File: src/rtl/fe_pkg.sv
// Shared front-end types: RV32I major opcodes, control-unit states and an
// opcode classifier used by the multi-cycle sequencer.
package fe_pkg;

    typedef enum logic [6:0] {
        R_TYPE      = 7'b0110011,
        I_TYPE      = 7'b0010011,
        I_LOAD_TYPE = 7'b0000011,
        I_JALR_TYPE = 7'b1100111,
        S_TYPE      = 7'b0100011,
        B_TYPE      = 7'b1100011,
        U_LUI_TYPE  = 7'b0110111,
        U_AUI_TYPE  = 7'b0010111,
        J_TYPE      = 7'b1101111
    } RV32I_OPCODE_t;

    typedef enum logic [2:0] {
        FETCH,
        DECODE,
        EXEC,
        MEM,
        WB,
        FAULT
    } cu_state_t;

    typedef enum logic [2:0] {
        OPC_WB,
        OPC_LOAD,
        OPC_STORE,
        OPC_BRANCH,
        OPC_ILLEGAL
    } op_class_t;

    function automatic op_class_t classify(RV32I_OPCODE_t op);
        case (op)
            I_LOAD_TYPE: return OPC_LOAD;
            S_TYPE:      return OPC_STORE;
            B_TYPE:      return OPC_BRANCH;
            R_TYPE, I_TYPE, U_LUI_TYPE, U_AUI_TYPE,
            J_TYPE, I_JALR_TYPE: return OPC_WB;
            default:     return OPC_ILLEGAL;
        endcase
    endfunction

endpackage

File: src/rtl/bus_wait_timer.sv
// Counts consecutive unanswered bus-request cycles; expired flags the last
// permissible wait cycle so the sequencer can fault on it.
module bus_wait_timer #(
    parameter int unsigned TIMEOUT_CYCLES = 16
) (
    input  logic clk,
    input  logic rst,
    input  logic clear,
    input  logic count_en,
    output logic expired
);

    localparam int unsigned CNT_W = $clog2(TIMEOUT_CYCLES);

    logic [CNT_W-1:0] count;

    always_ff @(posedge clk) begin
        if (rst || clear)
            count <= '0;
        else if (count_en)
            count <= count + CNT_W'(1);
    end

    always_comb expired = (count == CNT_W'(TIMEOUT_CYCLES - 1));

endmodule

File: src/rtl/multicycle_control_unit.sv
// Multi-cycle RV32I control sequencer: FETCH/DECODE/EXEC/MEM/WB over a shared
// ready-handshake bus, with bus-wait timeout, sticky fault and retire counter.
module multicycle_control_unit
    import fe_pkg::*;
#(
    parameter int unsigned TIMEOUT_CYCLES = 16,
    parameter int unsigned RETIRE_CNT_W   = 32
) (
    input  logic                    clk,
    input  logic                    rst,
    input  RV32I_OPCODE_t           opcode,
    input  logic                    bus_ready,
    input  logic                    halt,
    output logic                    bus_rden,
    output logic                    bus_wren,
    output logic                    bus_ifetch,
    output logic                    ir_wren,
    output logic                    pc_wren,
    output logic                    rf_wren,
    output logic                    bus_fault,
    output logic [RETIRE_CNT_W-1:0] retired_count,
    output cu_state_t               state
);

    op_class_t op_class;
    logic      req_active;
    logic      expired;

    always_comb begin
        op_class   = classify(opcode);
        req_active = ((state == FETCH) && !halt) || (state == MEM);
    end

    // Clearing whenever no request is pending gives a zero count on every
    // entry to FETCH or MEM without tracking the transitions explicitly.
    bus_wait_timer #(
        .TIMEOUT_CYCLES(TIMEOUT_CYCLES)
    ) u_timer (
        .clk     (clk),
        .rst     (rst),
        .clear   (!req_active || bus_ready),
        .count_en(req_active && !bus_ready),
        .expired (expired)
    );

    always_ff @(posedge clk) begin
        if (rst) begin
            state <= FETCH;
        end else begin
            case (state)
                FETCH: begin
                    if (!halt) begin
                        if (bus_ready)    state <= DECODE;
                        else if (expired) state <= FAULT;
                    end
                end
                DECODE: state <= EXEC;
                EXEC: begin
                    case (op_class)
                        OPC_LOAD, OPC_STORE: state <= MEM;
                        OPC_BRANCH:          state <= FETCH;
                        OPC_WB:              state <= WB;
                        default:             state <= FAULT;
                    endcase
                end
                MEM: begin
                    if (bus_ready)    state <= (op_class == OPC_STORE) ? FETCH : WB;
                    else if (expired) state <= FAULT;
                end
                WB:      state <= FETCH;
                default: state <= FAULT;
            endcase
        end
    end

    always_comb begin
        bus_rden   = 1'b0;
        bus_wren   = 1'b0;
        bus_ifetch = 1'b0;
        ir_wren    = 1'b0;
        pc_wren    = 1'b0;
        rf_wren    = 1'b0;
        if (!rst) begin
            case (state)
                FETCH: begin
                    if (!halt) begin
                        bus_rden   = 1'b1;
                        bus_ifetch = 1'b1;
                        ir_wren    = bus_ready;
                    end
                end
                EXEC: pc_wren = (op_class == OPC_BRANCH);
                MEM: begin
                    if (op_class == OPC_STORE) begin
                        bus_wren = 1'b1;
                        pc_wren  = bus_ready;
                    end else begin
                        bus_rden = 1'b1;
                    end
                end
                WB: begin
                    rf_wren = 1'b1;
                    pc_wren = 1'b1;
                end
                default: ;
            endcase
        end
        bus_fault = (state == FAULT);
    end

    always_ff @(posedge clk) begin
        if (rst)
            retired_count <= '0;
        else if (pc_wren)
            retired_count <= retired_count + RETIRE_CNT_W'(1);
    end

endmodule

File: config.mk
export PLATFORM = sky130hd
export DESIGN_NAME = multicycle_control_unit
export DESIGN_NICKNAME = d
export VERILOG_FILES = /design/src/rtl/fe_pkg.sv /design/src/rtl/bus_wait_timer.sv /design/src/rtl/multicycle_control_unit.sv
export SDC_FILE = /design/constraint.sdc
export NUM_CORES = 1
export LEC_CHECK = 0
export BUFFER_PORTS_ARGS = -buffer_cell sky130_fd_sc_hd__buf_4
export CAP_MARGIN = 20
export CORE_ASPECT_RATIO = 0.75
export CORE_MARGIN = 2
export CORE_UTILIZATION = 50
export CTS_BUF_LIST = sky130_fd_sc_hd__clkbuf_8
export DETAILED_ROUTE_END_ITERATION = 12
export GPL_ROUTABILITY_DRIVEN = 0
export PLACE_DENSITY_LB_ADDON = 0.15
export SYNTH_ARGS = -nofsm -noshare
export SYNTH_HDL_FRONTEND = slang
export SYNTH_HIERARCHICAL = 1
export SYNTH_SLANG_ARGS = --single-unit
File: constraint.sdc
create_clock -name clk -period 1.95 [get_ports clk]
set_input_delay 0.0975 -clock clk [delete_from_list [all_inputs] [get_ports clk]]
set_output_delay 0.0975 -clock clk [all_outputs]
set_load 0.02 [all_outputs]
# == Yosys cells after proc, flatten, opt, wreduce, memory -nomap -nowiden ==
# Cells that the tools add are included.
# Widths: inputs -> output; s select.
# classes
add_sub_neg,2
n_eq_ne,19
n_mux,25
n_reduce_logical,12
# ops
op,count
$add 32x1->32 const B,1
$eq 7x6->1 const B,3
$eq 7x7->1 const B,3
$mux 1,15
$mux 3,5
$pmux 3 s5,1
$eq 7x5->1 const B,2
$eq 3x2->1 const B,4
$pmux 3 s4,1
$pmux 3 s3,1
$eq 7x2->1 const B,1
$eq 3x1->1 const B,2
$eq 3x3->1 const B,2
$logic_not 3->1,2
$reduce_or 6->1,1
$add 4x1->4 const B,1
$eq 4x4->1 const B,1
$logic_not 1->1,3
$logic_or 1x1->1,3
$pmux 1 s3,1
$logic_and 1x1->1,2
$ne 2x2->1 const B,1
$pmux 1 s2,1
$reduce_or 2->1,1
# word_totals
regBits,39
in_bits,11
wordCells,61

# == Longest topological paths before layout ==
# depth
depth_word,7
ltp_mapped,8

# == Hierarchy ==
# Netlist, hierarchy kept.
# by_module_without_submodules
mod,n_inst,cells_each,area_each_um2,seq_area_each_um2
multicycle_control_unit,1,252,2011.9,700.7
bus_wait_timer,1,18,193.9,80.1

# == Worst setup path before layout ==
# Ideal clock, no wire load.
# synth_timing
path_kind,flip-flop to flip-flop
startpoint,reg retired_count[5]
endpoint,reg retired_count[21]
setup_ns,0.121
t_arrival_ns,1.860
required_ns,1.829
slack_ns,-0.030
stages_incl_launch_ff,7
path_buffers,1
synth_period_minus_slack_ns,1.980
cell_sequence,dfxtp_1 -> nand4_1 -> nor2_2 -> nand2_1 -> clkbuf_1 -> nor4_1 -> mux2_2
# synth_via
elab_chain_cells,1
# synth_lines
item,line,text
"start, declared",multicycle_control_unit.sv:21,"output logic [RETIRE_CNT_W-1:0] retired_count,"
"start signal, assigned",multicycle_control_unit.sv:115,retired_count <= retired_count + RETIRE_CNT_W'(1);
$add 32x1->32,multicycle_control_unit.sv:115,
# Every way passes these cells.
# A chain may end at the register's enable or synchronous reset.

# == Final worst setup path ==
# layout_timing
startpoint,reg state[2]
endpoint,reg retired_count[21]
# layout_via
elab_chain_cells,3
# layout_lines
item,line,text
"start, declared",multicycle_control_unit.sv:22,output cu_state_t state
"start signal, assigned",multicycle_control_unit.sv:67,if (bus_ready) state <= (op_class == OPC_STORE) ? FETCH : WB;
$eq 3x3->1 or $eq 3x2->1 (tied branches),multicycle_control_unit.sv:84,case (state)
$pmux 1 s3 *,multicycle_control_unit.sv:84,
$mux 1 *,multicycle_control_unit.sv:83,if (!rst) begin
# Every way passes the cells marked *; elsewhere a longest branch is shown, timed or not.

==> reports/summary.md <==
Counting instances in the post-synthesis netlist gives the leading cell types as dfxtp_1 (39), a21oi_1 (32), nand2_1 (21). The number of antenna diodes in the final layout is 0. During synthesis, Yosys emitted a total of 6 warnings. The run finished with clean final reports. Counting every instance in the synthesized netlist gives 270. The total DRC errors in the routed layout came out at 0. Pin placement for this block handled 53 I/O pins. For this run, the total global-route usage over all layers was measured as 25.9%.

Counting every sink on the clock net gives 39. The arrival time of data at the critical path endpoint is 2040 ps, and the largest net degree at the start of global routing is 52. The average instance in the mapped netlist occupies 8.17 µm². The clock transition at the registers of the reported paths was 80 ps; the final count of hold timing violations was 0. Setup repair after global routing left no endpoint under its margin.

Subtracting the final worst setup slack from the clock period gives 1840 ps. The top cell type by area accounts for 35.4% of the synthesized area. Summing every instance area after synthesis gives 0.00221 mm². The global-route wire length before repair was 9.72 mm; the via count of the first global-routing pass was 2,034. The height of the die works out to 61.5 µm. The tools report the CTS root buffer as clkbuf_8.

Layout net count: 345. STA classifies the critical path endpoint as a flop. Counting flops with a built-in enable in the synthesized netlist gives 0.

Once placement completed, the tool counted placed cells totaling 378. The maximum VDD drop came out at 0.000436 V. In this run the deepest clock path goes through 2 buffers. For the final database, setup skew stands at 8.63 ps. For the worst-skew pair, the clock arrives at the later sink with an insertion delay of 300 ps. For the number of core rows, the log shows 20. TritonCTS built the clock tree. Clock tree synthesis inserted a total of 5 buffers. The tightest min-delay check is of the input pin to flop type. Once detail routing completed, the nets flagged for antenna violations numbered 0.

Counting every net in the synthesized netlist gives 283. The logs give 0.543 GHz for the achievable clock frequency and 4 for the number of search-and-repair iterations in the first detailed-routing pass. The fraction of registers with async set/reset is 0%, and the top fanout value on the critical path is 51. In this run the standard cell core region covers 0.00415 mm². Cells with a size suffix above 1 make up 30.9% of the layout.

Summed over all cells, the static leakage comes to 1.09 nW. The wire-length estimate of the detail-placed layout is 4.09 mm. The register area is 788 µm². The run gives 0 as the number of endpoints failing setup at the final stage. The first routing iteration left 140 violations. STA classifies the critical path startpoint as a flop. Most used standard cell by instance count after synthesis: dfxtp_1. The final number of max-transition violations is 0.

Measured against its own limit, the worst slew margin works out to 71.4%. The tools report the required time of the critical path as 2150 ps. Power spread over the standard cell area amounts to 511 mW/mm².

Summing all multi-input logic gate instances after layout gives 0.00134 mm². In the routed layout, each cell is associated on average with a via count of 5.98. The type of the worst setup path was flop to flop.

Counting flops and latches in the post-synthesis netlist gives 39. The filler cells instantiated in the layout total 366. The cell type contributing the most total cell area after synthesis was dfxtp_1.

Excluding fillers, the count of instances in the completed layout stands at 388. The logs give 0 for the total of max-cap violations and 2 for the number of H-tree levels. The die area is 0.00496 mm².

The initial utilization of the core area, before any placement, comes to 53.1%. The dominant register cell in the synthesized netlist is dfxtp_1. Yosys mapped the design onto 46 distinct sky130hd cell types. For the initial antenna violation count, the log shows 0. After detailed routing, the average wire length per cell comes to 15.2 µm.

Summing over every cut layer, the via total after detailed routing is 2,321. From synthesis to final layout, the design area changed by 30.3%. For the final wirelength, the log shows 5.89 mm. The total overflow left after global routing is 0. In the post-synthesis netlist, the biggest area contributors are dfxtp_1 (35%), a21oi_1 (7.3%), o31ai_1 (5.1%).

The share of the Yosys chip area taken by registers is 35.4%. At the pin with the least slew margin, the transition time is 429 ps. After routing, the total negative slack on setup checks comes to 0 ps. The total of buffers placed on input and output ports is 52. In this run the horizontal extent of the chip is 80.7 µm. The final critical-path share of the clock period was 94.4%.
## area by class of cell
class                           count  share of cell area [%]
Clock buffer                        5                    2.39
Tap cell                           55                    2.39
Timing Repair Buffer               73                    19.5
Clock inverter                      3                   0.522
Inverter                            7                    1.04
Multi-Input combinational cell    206                    46.7
Sequential cell                    39                    27.4
## cell families after synthesis
group           Yosys count  share of synthesized area [%]
flops                    39                           35.4
compound gates           72                           20.9
buf+inv                  25                           5.05
fa+ha+maj                 2                           1.13
simple gates            125                           34.2
xor+xnor                  2                          0.794
mux                       5                           2.55
## layer usage
metal | up-vias | routed length (µm) | track usage (%)
met2 | 80 | 2560 | 38.0
met4 | 0 | 88 | 10.2
met1 | 1082 | 2860 | 37.3
met3 | 12 | 387 | 5.57
li1 | 1147 | - | -
met5 | - | 0 | 0
## through the flow
stage          util [%]  power, mW  worst slack, ps  hold slack [ps]  area (µm²)
6_report           69.2       1.47              110              136        2870
5_1_grt            69.2       1.52             21.2              147        2870
4_1_cts            68.5       1.47             24.5              111        2850
3_5_place_dp       66.0      0.934             42.8              435        2740
3_3_place_gp       66.0      0.933             69.5              429        2740
2_1_floorplan         -      0.882             2.27              296        2210
## where the power goes
group          internal [mW]  switching [mW]  total, mW
registers              0.797         0.00247      0.800
clock network          0.245           0.302      0.547
logic                 0.0541          0.0675      0.122
## flip-flops by register name, summed over array words and instances, names as in the netlist
| register | count |
|---|---|
| retired_count | 32 |
| u_timer/count | 4 |
| state | 3 |
## repair_timing
item / CTS / global route
resized for setup: 1 / 8
buffers inserted: 2 / 0
endpoints found under the setup margin: 1 / 20
pin swaps: 0 / 2
hold buffers: 0 / 0
## final timing paths
check                           slack [ps]                            from                        endpoint  cells after the start
worst min-delay path                   140                            halt           state[2]$_SDFFE_PP0P_                      3
worst max-delay path                   110           state[2]$_SDFFE_PP0P_  retired_count[21]$_SDFFE_PP0P_                      6
worst min register to register         500  retired_count[16]$_SDFFE_PP0P_  retired_count[16]$_SDFFE_PP0P_                      2
worst max register to register         110           state[2]$_SDFFE_PP0P_  retired_count[21]$_SDFFE_PP0P_                      6
## cells in the final DEF (no fill, tap or decap), drive strengths merged, types with 3 or more instances in the layout
| cell type | netlist | routed |
|---|---|---|
| nor3b | 3 | 3 |
| inv | 7 | 6 |
| o21ai | 11 | 11 |
| o31ai | 15 | 15 |
| a21oi | 32 | 32 |
| dfxtp | 39 | 39 |
| nor4 | 3 | 3 |
| or4 | 15 | 15 |
| or3 | 13 | 13 |
| nand3 | 13 | 13 |
| nand2 | 21 | 21 |
| and3 | 6 | 6 |
| nor2 | 13 | 13 |
| clkbuf | 14 | 5 |
| a31o | 3 | 3 |
| nand2b | 4 | 4 |
| mux2i | 3 | 3 |
| nand4 | 12 | 12 |
| clkinv | 0 | 3 |
| buf | 4 | 73 |
| nor3 | 7 | 7 |
| and2 | 4 | 4 |
## worst max-delay path, cell delays in order, from the launching register on
cell	delay (ps)
dfxtp_4	370
nand2b_1	150
o41ai_2	230
a32oi_2	110
buf_12	200
nor4_1	300
mux2_2	360
(Power assumes the default switching activity.)
